<file path="src/rtl/neuron_layer_sequencer.sv">
// Sequences one shared MAC and one sigmoid LUT across every neuron of a
// fully-connected layer, writing one activated 32-bit result per neuron.
module neuron_layer_sequencer #(
    parameter int unsigned N_INPUTS  = 3,
    parameter int unsigned N_NEURONS = 4,
    localparam int unsigned XW = (N_INPUTS > 1) ? $clog2(N_INPUTS) : 1,
    localparam int unsigned WW = (N_INPUTS * N_NEURONS > 1) ? $clog2(N_INPUTS * N_NEURONS) : 1,
    localparam int unsigned NW = (N_NEURONS > 1) ? $clog2(N_NEURONS) : 1
) (
    input  logic          clk,
    input  logic          reset,
    input  logic          start,
    input  logic          act_sel,
    output logic          busy,
    output logic          done,
    output logic [XW-1:0] x_addr,
    output logic [WW-1:0] w_addr,
    output logic [NW-1:0] b_addr,
    input  logic [31:0]   x_rdata,
    input  logic [31:0]   w_rdata,
    input  logic [31:0]   b_rdata,
    output logic          mac_valid,
    input  logic          mac_ready,
    output logic [31:0]   mac_a,
    output logic [31:0]   mac_b,
    output logic [31:0]   mac_bias,
    output logic          mac_first,
    output logic          mac_last,
    input  logic          mac_res_valid,
    input  logic [31:0]   mac_result,
    output logic          act_valid,
    input  logic          act_ready,
    output logic [31:0]   act_in,
    input  logic          act_out_valid,
    input  logic [31:0]   act_out,
    output logic          out_we,
    output logic [NW-1:0] out_addr,
    output logic [31:0]   out_data
);

    typedef enum logic [3:0] {
        IDLE, FETCH, LOAD, ISSUE, WAIT_SUM, ACT_REQ, ACT_WAIT, WRITE, DONE
    } state_t;

    localparam logic [XW-1:0] K_LAST = XW'(N_INPUTS - 1);
    localparam logic [NW-1:0] N_LAST = NW'(N_NEURONS - 1);

    state_t        state;
    logic [XW-1:0] k;
    logic [NW-1:0] n;
    logic          use_sigmoid;

    // Addresses are registered on entry to FETCH so the RAMs see them for the
    // whole FETCH cycle; w_addr simply counts beats across the layer.
    always_ff @(posedge clk or negedge reset) begin
        if (!reset) begin
            state       <= IDLE;
            k           <= '0;
            n           <= '0;
            use_sigmoid <= 1'b0;
            busy        <= 1'b0;
            done        <= 1'b0;
            x_addr      <= '0;
            w_addr      <= '0;
            b_addr      <= '0;
            mac_valid   <= 1'b0;
            mac_a       <= '0;
            mac_b       <= '0;
            mac_bias    <= '0;
            mac_first   <= 1'b0;
            mac_last    <= 1'b0;
            act_valid   <= 1'b0;
            act_in      <= '0;
            out_we      <= 1'b0;
            out_addr    <= '0;
            out_data    <= '0;
        end else begin
            case (state)
                IDLE: begin
                    if (start) begin
                        n           <= '0;
                        k           <= '0;
                        use_sigmoid <= act_sel;
                        busy        <= 1'b1;
                        x_addr      <= '0;
                        w_addr      <= '0;
                        b_addr      <= '0;
                        state       <= FETCH;
                    end
                end
                FETCH: state <= LOAD;
                LOAD: begin
                    mac_a     <= x_rdata;
                    mac_b     <= w_rdata;
                    mac_bias  <= b_rdata;
                    mac_valid <= 1'b1;
                    mac_first <= (k == '0);
                    mac_last  <= (k == K_LAST);
                    state     <= ISSUE;
                end
                ISSUE: begin
                    if (mac_ready) begin
                        mac_valid <= 1'b0;
                        mac_first <= 1'b0;
                        mac_last  <= 1'b0;
                        if (k == K_LAST) begin
                            state <= WAIT_SUM;
                        end else begin
                            k      <= k + 1'b1;
                            x_addr <= k + 1'b1;
                            w_addr <= w_addr + 1'b1;
                            state  <= FETCH;
                        end
                    end
                end
                WAIT_SUM: begin
                    if (mac_res_valid) begin
                        if (use_sigmoid) begin
                            act_in    <= mac_result;
                            act_valid <= 1'b1;
                            state     <= ACT_REQ;
                        end else begin
                            // Any negative sum, including -0, clamps to +0.
                            out_data <= mac_result[31] ? 32'h0 : mac_result;
                            out_we   <= 1'b1;
                            out_addr <= n;
                            state    <= WRITE;
                        end
                    end
                end
                ACT_REQ: begin
                    if (act_ready) begin
                        act_valid <= 1'b0;
                        state     <= ACT_WAIT;
                    end
                end
                ACT_WAIT: begin
                    if (act_out_valid) begin
                        out_data <= act_out;
                        out_we   <= 1'b1;
                        out_addr <= n;
                        state    <= WRITE;
                    end
                end
                WRITE: begin
                    out_we <= 1'b0;
                    if (n == N_LAST) begin
                        done  <= 1'b1;
                        busy  <= 1'b0;
                        state <= DONE;
                    end else begin
                        n      <= n + 1'b1;
                        k      <= '0;
                        x_addr <= '0;
                        w_addr <= w_addr + 1'b1;
                        b_addr <= n + 1'b1;
                        state  <= FETCH;
                    end
                end
                DONE: begin
                    done  <= 1'b0;
                    state <= IDLE;
                end
                default: state <= IDLE;
            endcase
        end
    end

endmodule

</file>
<file path="config.mk">
export PLATFORM = sky130hd
export DESIGN_NAME = neuron_layer_sequencer
export DESIGN_NICKNAME = d
export VERILOG_FILES = /design/src/rtl/neuron_layer_sequencer.sv
export SDC_FILE = /design/constraint.sdc
export NUM_CORES = 1
export LEC_CHECK = 0
export ABC_CLOCK_PERIOD_IN_PS = 2840
export CORE_MARGIN = 2
export CORE_UTILIZATION = 23
export CTS_BUF_LIST = sky130_fd_sc_hd__clkbuf_2 sky130_fd_sc_hd__clkbuf_4 sky130_fd_sc_hd__clkbuf_8
export DETAILED_ROUTE_END_ITERATION = 10
export PLACE_DENSITY = 0.61
export SYNTH_ARGS = -nofsm -noshare
export SYNTH_HDL_FRONTEND = slang
export SYNTH_SLANG_ARGS = --single-unit
</file>
<file path="constraint.sdc">
create_clock -name clk -period 2.84 [get_ports clk]
set_clock_uncertainty 0.15 [all_clocks]
set_input_delay 0.568 -clock clk [delete_from_list [all_inputs] [get_ports clk]]
set_output_delay 0.568 -clock clk [all_outputs]
set_load 0.1 [all_outputs]
</file>
==> Word-level counts from Yosys, hierarchy flattened <==
Cells that the tools add are included.
{ "totals": {"reg_bits": 182, "latch_bits": 0, "ram_bits": 0, "romBits": 0, "inputBits": 168, "n_memories": 0} }
{ "classes": {"add_sub_neg": 3, "mul": 0, "n_div": 0, "magnitude_cmp": 0, "eq_ne": 20, "shifts": 0, "mux": 47, "bitwise_logic": 0, "reduce_logical": 20} }
{ "op_table": {"columns": ["operator", "n"], "rows": [
  ["two-way mux 32 bit", 3],
  ["case mux 32 bit (2 select lines)", 1],
  ["two-way mux 4 bit", 10],
  ["case mux 4 bit (8 select lines)", 1],
  ["two-way mux 31 bit", 1],
  ["!= test 2 bit, second input constant", 10],
  ["two-way mux 2 bit", 9],
  ["== test 4 x 3 -> 1 bit, second input constant", 4],
  ["case mux 1 bit (2 select lines)", 6],
  ["case mux 4 bit (3 select lines)", 1],
  ["AND reduction 4 bit", 3],
  ["two-way mux 1 bit", 10],
  ["AND reduction 5 bit", 2],
  ["nonzero test 2 bit", 5],
  ["AND reduction 3 bit", 3],
  ["== test 4 x 2 -> 1 bit, second input constant", 2],
  ["case mux 2 bit (2 select lines)", 2],
  ["case mux 2 bit (3 select lines)", 1],
  ["AND reduction 2 bit", 3],
  ["nonzero test 3 bit", 2],
  ["adder 2 x 1 -> 2 bit, second input constant", 2],
  ["adder 4 x 1 -> 4 bit, second input constant", 1],
  ["== test 2 bit, second input constant", 2],
  ["== test 4 x 1 -> 1 bit, second input constant", 1],
  ["other kinds (5)", 5]
]} }

==> Logic depth before layout (Yosys ltp) <==
{ "depth": {"depth_word": 4, "depth_mapped": 8} }

==> Worst setup path after synthesis <==
OpenSTA, ideal clock, no wires.
{ "synth_timing": {"path_type": "flip-flop to flip-flop", "start": "register k[0]", "end": "register w_addr[2]", "setup_time_ps": 126, "arrival_time_ps": 2385, "t_required_ps": 2564, "slack_ps": 179, "path_stages_with_launch": 7, "period_less_slack_ps": 2661, "path_cell_list": "dfrtp_1 -> inv_1 -> ha_1 -> mux2i_1 -> a21oi_1 -> or3_4 -> a221o_1"} }
{ "synth_via": {"elab_chain_cells": 3} }
{ "synth_rtl": {"columns": ["item", "line", "source"], "rows": [
  ["from (decl)", "49", "logic [XW-1:0] k;"],
  ["from (signal assigned)", "109", "k <= k + 1'b1;"],
  ["== test 2 bit", "106", "if (k == K_LAST) begin"],
  ["!= test 2 bit (no source line)", null, null],
  ["AND reduction 5 bit (no source line)", null, null],
  ["to (signal assigned)", "111", "w_addr <= w_addr + 1'b1;"],
  ["to (signal assigned)", "155", "w_addr <= w_addr + 1'b1;"],
  ["to (decl)", "17", "output logic [WW-1:0] w_addr,"]
]} }
No other way between the ends.
A chain may end at the register's enable or synchronous reset.

==> Worst setup path after layout <==
{ "layout_timing": {"start": "register state[0]", "end": "register state[0]"} }
{ "layout_via": {"elab_chain_cells": 3, "word_cells_on_any_way": 15} }
{ "layout_rtl": {"columns": ["item", "line", "source"], "rows": [
  ["from (decl)", "48", "state_t state;"],
  ["from (signal assigned)", "57", "state <= IDLE;"],
  ["from (signal assigned)", "88", "state <= FETCH;"],
  ["from (signal assigned)", "91", "FETCH: state <= LOAD;"],
  ["== test 4 x 3 -> 1 bit, or another cell as far along", "78", "case (state)"],
  ["!= test 2 bit (no source line)", null, null],
  ["AND reduction 5 bit (no source line)", null, null]
]} }
Parallel ways exist; a longest one is shown, timed or not.

==> results.py <==
metrics = {
    "status": {
        "status": "completed",
    },
    "timing": {
        "slew_violations": 0,
        "setup_viol": 0,
        "tightest_slew_ns": 0.5975,
        "relSlewSlack": 0.6017,
        "fin_tns_setup_ns": 0,
        "post-route-min-period_ns": 2.274,
        "final_hold_viol_count": 0,
        "maxClockFrequency_mhz": 439.7,
        "setup_ws_ns": 0.5660,
        "rsz0062_at_grt": "false",
        "fin_crit_sh": 0.8007,
    },
    "detailed_routing": {
        "vias_per_cell": 4.224,
        "firstDrtPassIters": 4,
        "drc": 0,
        "drt-initial-drc-count": 201,
        "routed_wl_mm": 22.44,
        "routedWlPerCell_um": 16.48,
        "num_vias": 5753,
        "ant_nets": 0,
    },
    "cts": {
        "cts_setup_buffers": 0,
        "cts_tree": "built",
        "clock_sinks": 182,
        "cts_buffer_depth": 2,
        "clock-root-buffer": "clkbuf_8",
        "cts_buffers": 17,
        "cts_resized": 0,
        "htree_levels": 4,
        "clkTransAtPathRegs_ns": 0.11,
        "clk_latency_ns": 0.49,
    },
    "global_routing": {
        "track_usage": 0.1318,
        "overflow": 0,
        "grt_pass1_vias": 6182,
        "grt_pass1_wl_mm": 34.47,
        "antenna_found_initial": 1,
        "grt_max_degree": 62,
    },
    "floorplan": {
        "rows": 66,
        "start_util": 0.2323,
        "fp.coreArea_um2": 32290,
        "die_x_um": 184.6,
        "die_h_um": 184.6,
        "die_area_um2": 34070,
        "ios": 345,
    },
    "finish": {
        "nets": 1080,
        "layout_commonest_cell": "buf_4",
        "antenna_cells": 0,
        "layout_common_cells": "189 x buf_4, 182 x dfrtp_1, 166 x clkdlybuf4s50_1",
        "fillers": 3222,
        "drive_gt1_frac": 0.4065,
        "area_growth_pct": 53.02,
    },
    "synthesis": {
        "ys.flop_type": "dfrtp_1",
        "ys_seq_elements": 182,
        "async_reset_ff_frac": 1.000,
        "synthesis.nets": 734,
        "synth.distinct_cells": 42,
        "avgSynthCellArea_um2": 13.34,
        "synth_edf_count": 0,
        "yosys_warnings": 0,
        "yosysSeqAreaShare": 0.6073,
        "syn_inst": 562,
        "synth_area_um2": 7500,
    },
    "hold_path": {
        "hold_class": "reg -> reg",
    },
    "placement": {
        "dp_slack_ns": 0.2439,
        "hpwl_mm": 16.39,
        "port_buffers": 344,
        "place.gp.congestion": 0.7753,
    },
    "setup_path": {
        "cp.required_ns": 3.08,
        "worstPathArrival_ns": 2.51,
        "cp-start-kind": "flip-flop",
        "cp_max_fo": 17,
        "critPathKind": "reg -> reg",
        "end_kind": "flip-flop",
    },
    "job": {
        "maxCapViolCount": 0,
    },
}
## cells in the mapped netlist, drive strengths merged, types with 2 or more instances
cell type / instances / area share
a211oi: 2 / 0.0027
a21o: 2 / 0.0020
a21oi: 65 / 0.047
a31oi: 2 / 0.0017
and3b: 2 / 0.0023
buf: 26 / 0.022
clkbuf: 11 / 0.0055
dfrtp: 182 / 0.61
ha: 4 / 0.0067
inv: 4 / 0.0020
mux2: 132 / 0.20
mux2i: 4 / 0.0053
nand2: 15 / 0.0075
nand2b: 2 / 0.0017
nand3: 4 / 0.0027
nor2: 37 / 0.019
nor2b: 4 / 0.0033
nor3: 6 / 0.0040
nor3b: 31 / 0.031
nor4b: 3 / 0.0043
o21ai: 7 / 0.0047
o31ai: 2 / 0.0020
or3: 2 / 0.0023
## final cells by class
type / count / area (µm²) / area share
clock inverters: 10 / 102.6 / 0.008940
multi-input cells: 339 / 2743 / 0.2390
well taps: 442 / 553.0 / 0.04819
inverters: 4 / 15.01 / 0.001308
repair buffers: 364 / 3244 / 0.2827
clock buffers: 21 / 264.0 / 0.02300
flip-flops and latches: 182 / 4554 / 0.3969
## metal layers
metal | share of wire | GRT usage | vias up
met5 | 0.00058 | 0 | -
met1 | 0.41 | 0.1551 | 2774
li1 | - | - | 2683
met3 | 0.13 | 0.06876 | 24
met2 | 0.45 | 0.2041 | 270
met4 | 0.018 | 0.04864 | 2
## worst paths after layout
check                      startpoint      endpoint  cells past startpoint  slack, ns
min in group asynchronous       reset     mac_b[25]                      2       0.49
setup / recovery             state[0]      state[0]                      4       0.57
max in group asynchronous       reset  out_data[21]                      3       1.39
hold reg to reg             mac_valid     mac_valid                      1       0.35
setup reg to reg             state[0]      state[0]                      4       0.57
hold / removal              mac_valid     mac_valid                      1       0.35
## worst max-delay path: stages, from the launching register on
cell and delay, ns:
dfrtp_1 0.74, and4bb_2 0.46, nor2b_1 0.20, nor3_1 0.25
mux2_2 0.37
## flip-flops by register name, indices dropped and copies added (netlist names), 2 cells and up
register	count
mac_b	32
state	4
out_addr	2
mac_a	32
w_addr	4
out_data	32
mac_bias	32
k	2
n	2
act_in	32
## cells by family (layout without fill, tap and decap cells)
logic type,after synthesis,count (layout),share of synthesized area
DFF,182,182,0.6073
adders and majority gates,4,4,0.006674
buffers and inverters,41,399,0.02936
and+or+nand+nor,112,112,0.08425
muxes,136,136,0.2035
AOI/OAI and AO/OA,87,87,0.06890
## stage by stage
| step | area [µm²] | instances | utilization | hold WS, ns |
|---|---|---|---|---|
| after floorplan | 7500 | 562 | - | 0.1224 |
| after global placement | 11100 | 1330 | 0.3438 | 0.3128 |
| after detailed placement | 11100 | 1330 | 0.3438 | 0.3266 |
| after CTS | 11480 | 1362 | 0.3554 | 0.3512 |
| after global routing | 11480 | 1362 | 0.3554 | 0.3701 |
| final | 11480 | 1362 | 0.3554 | 0.3468 |
## timing repair
action,4_1_cts,5_1_grt
hold buffers,1,0
setup endpoints to repair,0,0
endpoints found under the hold margin,58,0
Power is left out: the tool's default activity adds up to more than one toggle a clock period on the data nets, which glitch-free logic cannot reach.
==> edit, RTL diff (config.mk and constraints unchanged) <==
Reset style: synchronous (`reset`), changed in one clocked block.
--- a/src/rtl/neuron_layer_sequencer.sv
+++ b/src/rtl/neuron_layer_sequencer.sv
@@ -52,7 +52,7 @@
 
     // Addresses are registered on entry to FETCH so the RAMs see them for the
     // whole FETCH cycle; w_addr simply counts beats across the layer.
-    always_ff @(posedge clk or negedge reset) begin
+    always_ff @(posedge clk) begin
         if (!reset) begin
             state       <= IDLE;
             k           <= '0;
Behaviour: differs if reset is asserted again (counterexample within 4 cycles, from zero or initial values and one cycle with reset low); with reset held inactive, the same outputs for 10 cycles.
==> edit against the unedited design <==
Cell area fell by 2.4%. Setup slack improved by 0.027 ns. Area after synthesis fell by 3.3%. First-iteration DRC count rose by 38%. Largest cell class unchanged. Synthesized cell count rose by 55%. Critical path depth rose by 1. Routed wire length rose by 9.3%. Worst hold slack got worse by 0.038 ns. Sequential cell count did not move. Global-route usage rose by 1.4 points. Sequential share of layout area fell by 7.1 points. Die area fell by 3.3%.
==> edit: results (changes against the unedited design) <==
| Metric | Value |
|---|---|
| Status | `finished, final reports clean` |
| Setup crit end | `out_data[3]` |
| FFs w/ async S/R, synth | `0% (-100 points)` |
| Final instance area | `0.0112 sq mm (-2.4%)` |
| Net count reported at finish | `1,363 (+26%)` |
| Max-slew headroom | `56.0% (-4.2 points)` |
| Clock Network Area Fraction | `4.28% (+1.1 points)` |
| Share of layout cells above drive strength 1 | `22.8% (-18 points)` |
| Vias/cell | `4.46 (+5.6%)` |
| Placed cells | `1,574 (+18%)` |
| Vias in the first global route | `7,007 (+13%)` |
| Worst Reg-to-Reg Cells | `5 (+1)` |
| Layout fillers | `3,242 (+0.62%)` |
| Crit-path slowest cell | `dfxtp_1` |
| Inverters | `7 (+3)` |
| Largest stage delay, worst path | `0.53 ns (-0.21 ns)` |
| Multi-input combinational area share | `28.8% (+4.9 points)` |
| DP HPWL | `17.6 mm (+7.2%)` |
| First-pass GRT wire length | `38.1 mm (+10%)` |
| Fin crit share | `79.1% (-0.96 points)` |
| Initial antenna violation count | `0 (-1)` |
| Sequential element share of the synthesized area | `50.3% (-10 points)` |
| Storage element area | `0.00364 sq mm (-20%)` |
| Starting DRT DRC Count | `278 (+38%)` |
| CP Max Fanout | `59 (+42)` |
| Avg WL per Cell | `15.3 um (-7.3%)` |
| Final-layout non-clock buffer area share | `29.6% (+1.3 points)` |
| Synth Instances | `871 (+55%)` |
| Synth top cells by count | `nand2_1 (298), dfxtp_1 (182), a21oi_1 (137)` |
| Gr usage total | `14.6% (+1.4 points)` |
| Post-Place Setup Slack | `0.111 ns (-0.133 ns)` |
| Layout clock buffers | `20 (-4.8%)` |
-- edit: cell types whose count changed after synthesis, moves of 31 or more --
cell and delta:
dfrtp_1 -182, clkbuf_1 +35, nand3b_1 +35, nor3b_1 -31, a21oi_1 +80, mux2_2 -132, a311oi_2 +31, dfxtp_1 +182
nand2_1 +283
-- edit: worst reg2reg max path: cells and delay by family, from the launching register on --
family | cells | cell delay [ns]
and+or+nand+nor | 2 | 0.63
AOI/OAI and AO/OA | 2 | 0.54
buffers and inverters | 1 | 0.31
DFF | 1 | 0.53
-- edit: report_power, final --
part           internal [W]  switching, W  total (W)
sequential          0.00299      0.000306    0.00329
clock               0.00112       0.00102    0.00214
combinational       0.00134       0.00423    0.00557
total               0.00545       0.00556     0.0110
-- edit: per-layer routing --
layer | wire length (um) | up-vias | part of all wire (%) | global-route usage (%)
li1 | - | 3551 | - | -
met1 | 10500 | 3298 | 43 | 17.5
met2 | 11300 | 289 | 46 | 24.2
met3 | 2210 | 25 | 9.0 | 5.80
met4 | 422 | 0 | 1.7 | 4.55
met5 | 0 | - | 0 | 0
-- edit: worst min-delay path by stage --
stage	slack (ns)	end	cells past startpoint	from
floorplan	0.38	use_sigmoid	2	use_sigmoid
global placement	0.29	mac_b[31]	2	mac_b[31]
detailed placement	0.30	mac_bias[20]	2	mac_bias[20]
CTS	0.31	act_in[18]	2	act_in[18]
global route	0.32	act_in[18]	2	act_in[18]
finish	0.31	mac_b[4]	2	mac_b[4]
-- edit: cell families after synthesis --
family | after synthesis | share of synthesized area [%]
and+or+nand+nor | 409 | 24.1
DFF | 182 | 50.3
buffers and inverters | 78 | 5.30
xor gates and xnor gates | 1 | 0.121
adders and majority gates | 4 | 0.690
muxes | 10 | 1.38
AOI/OAI and AO/OA | 187 | 18.2
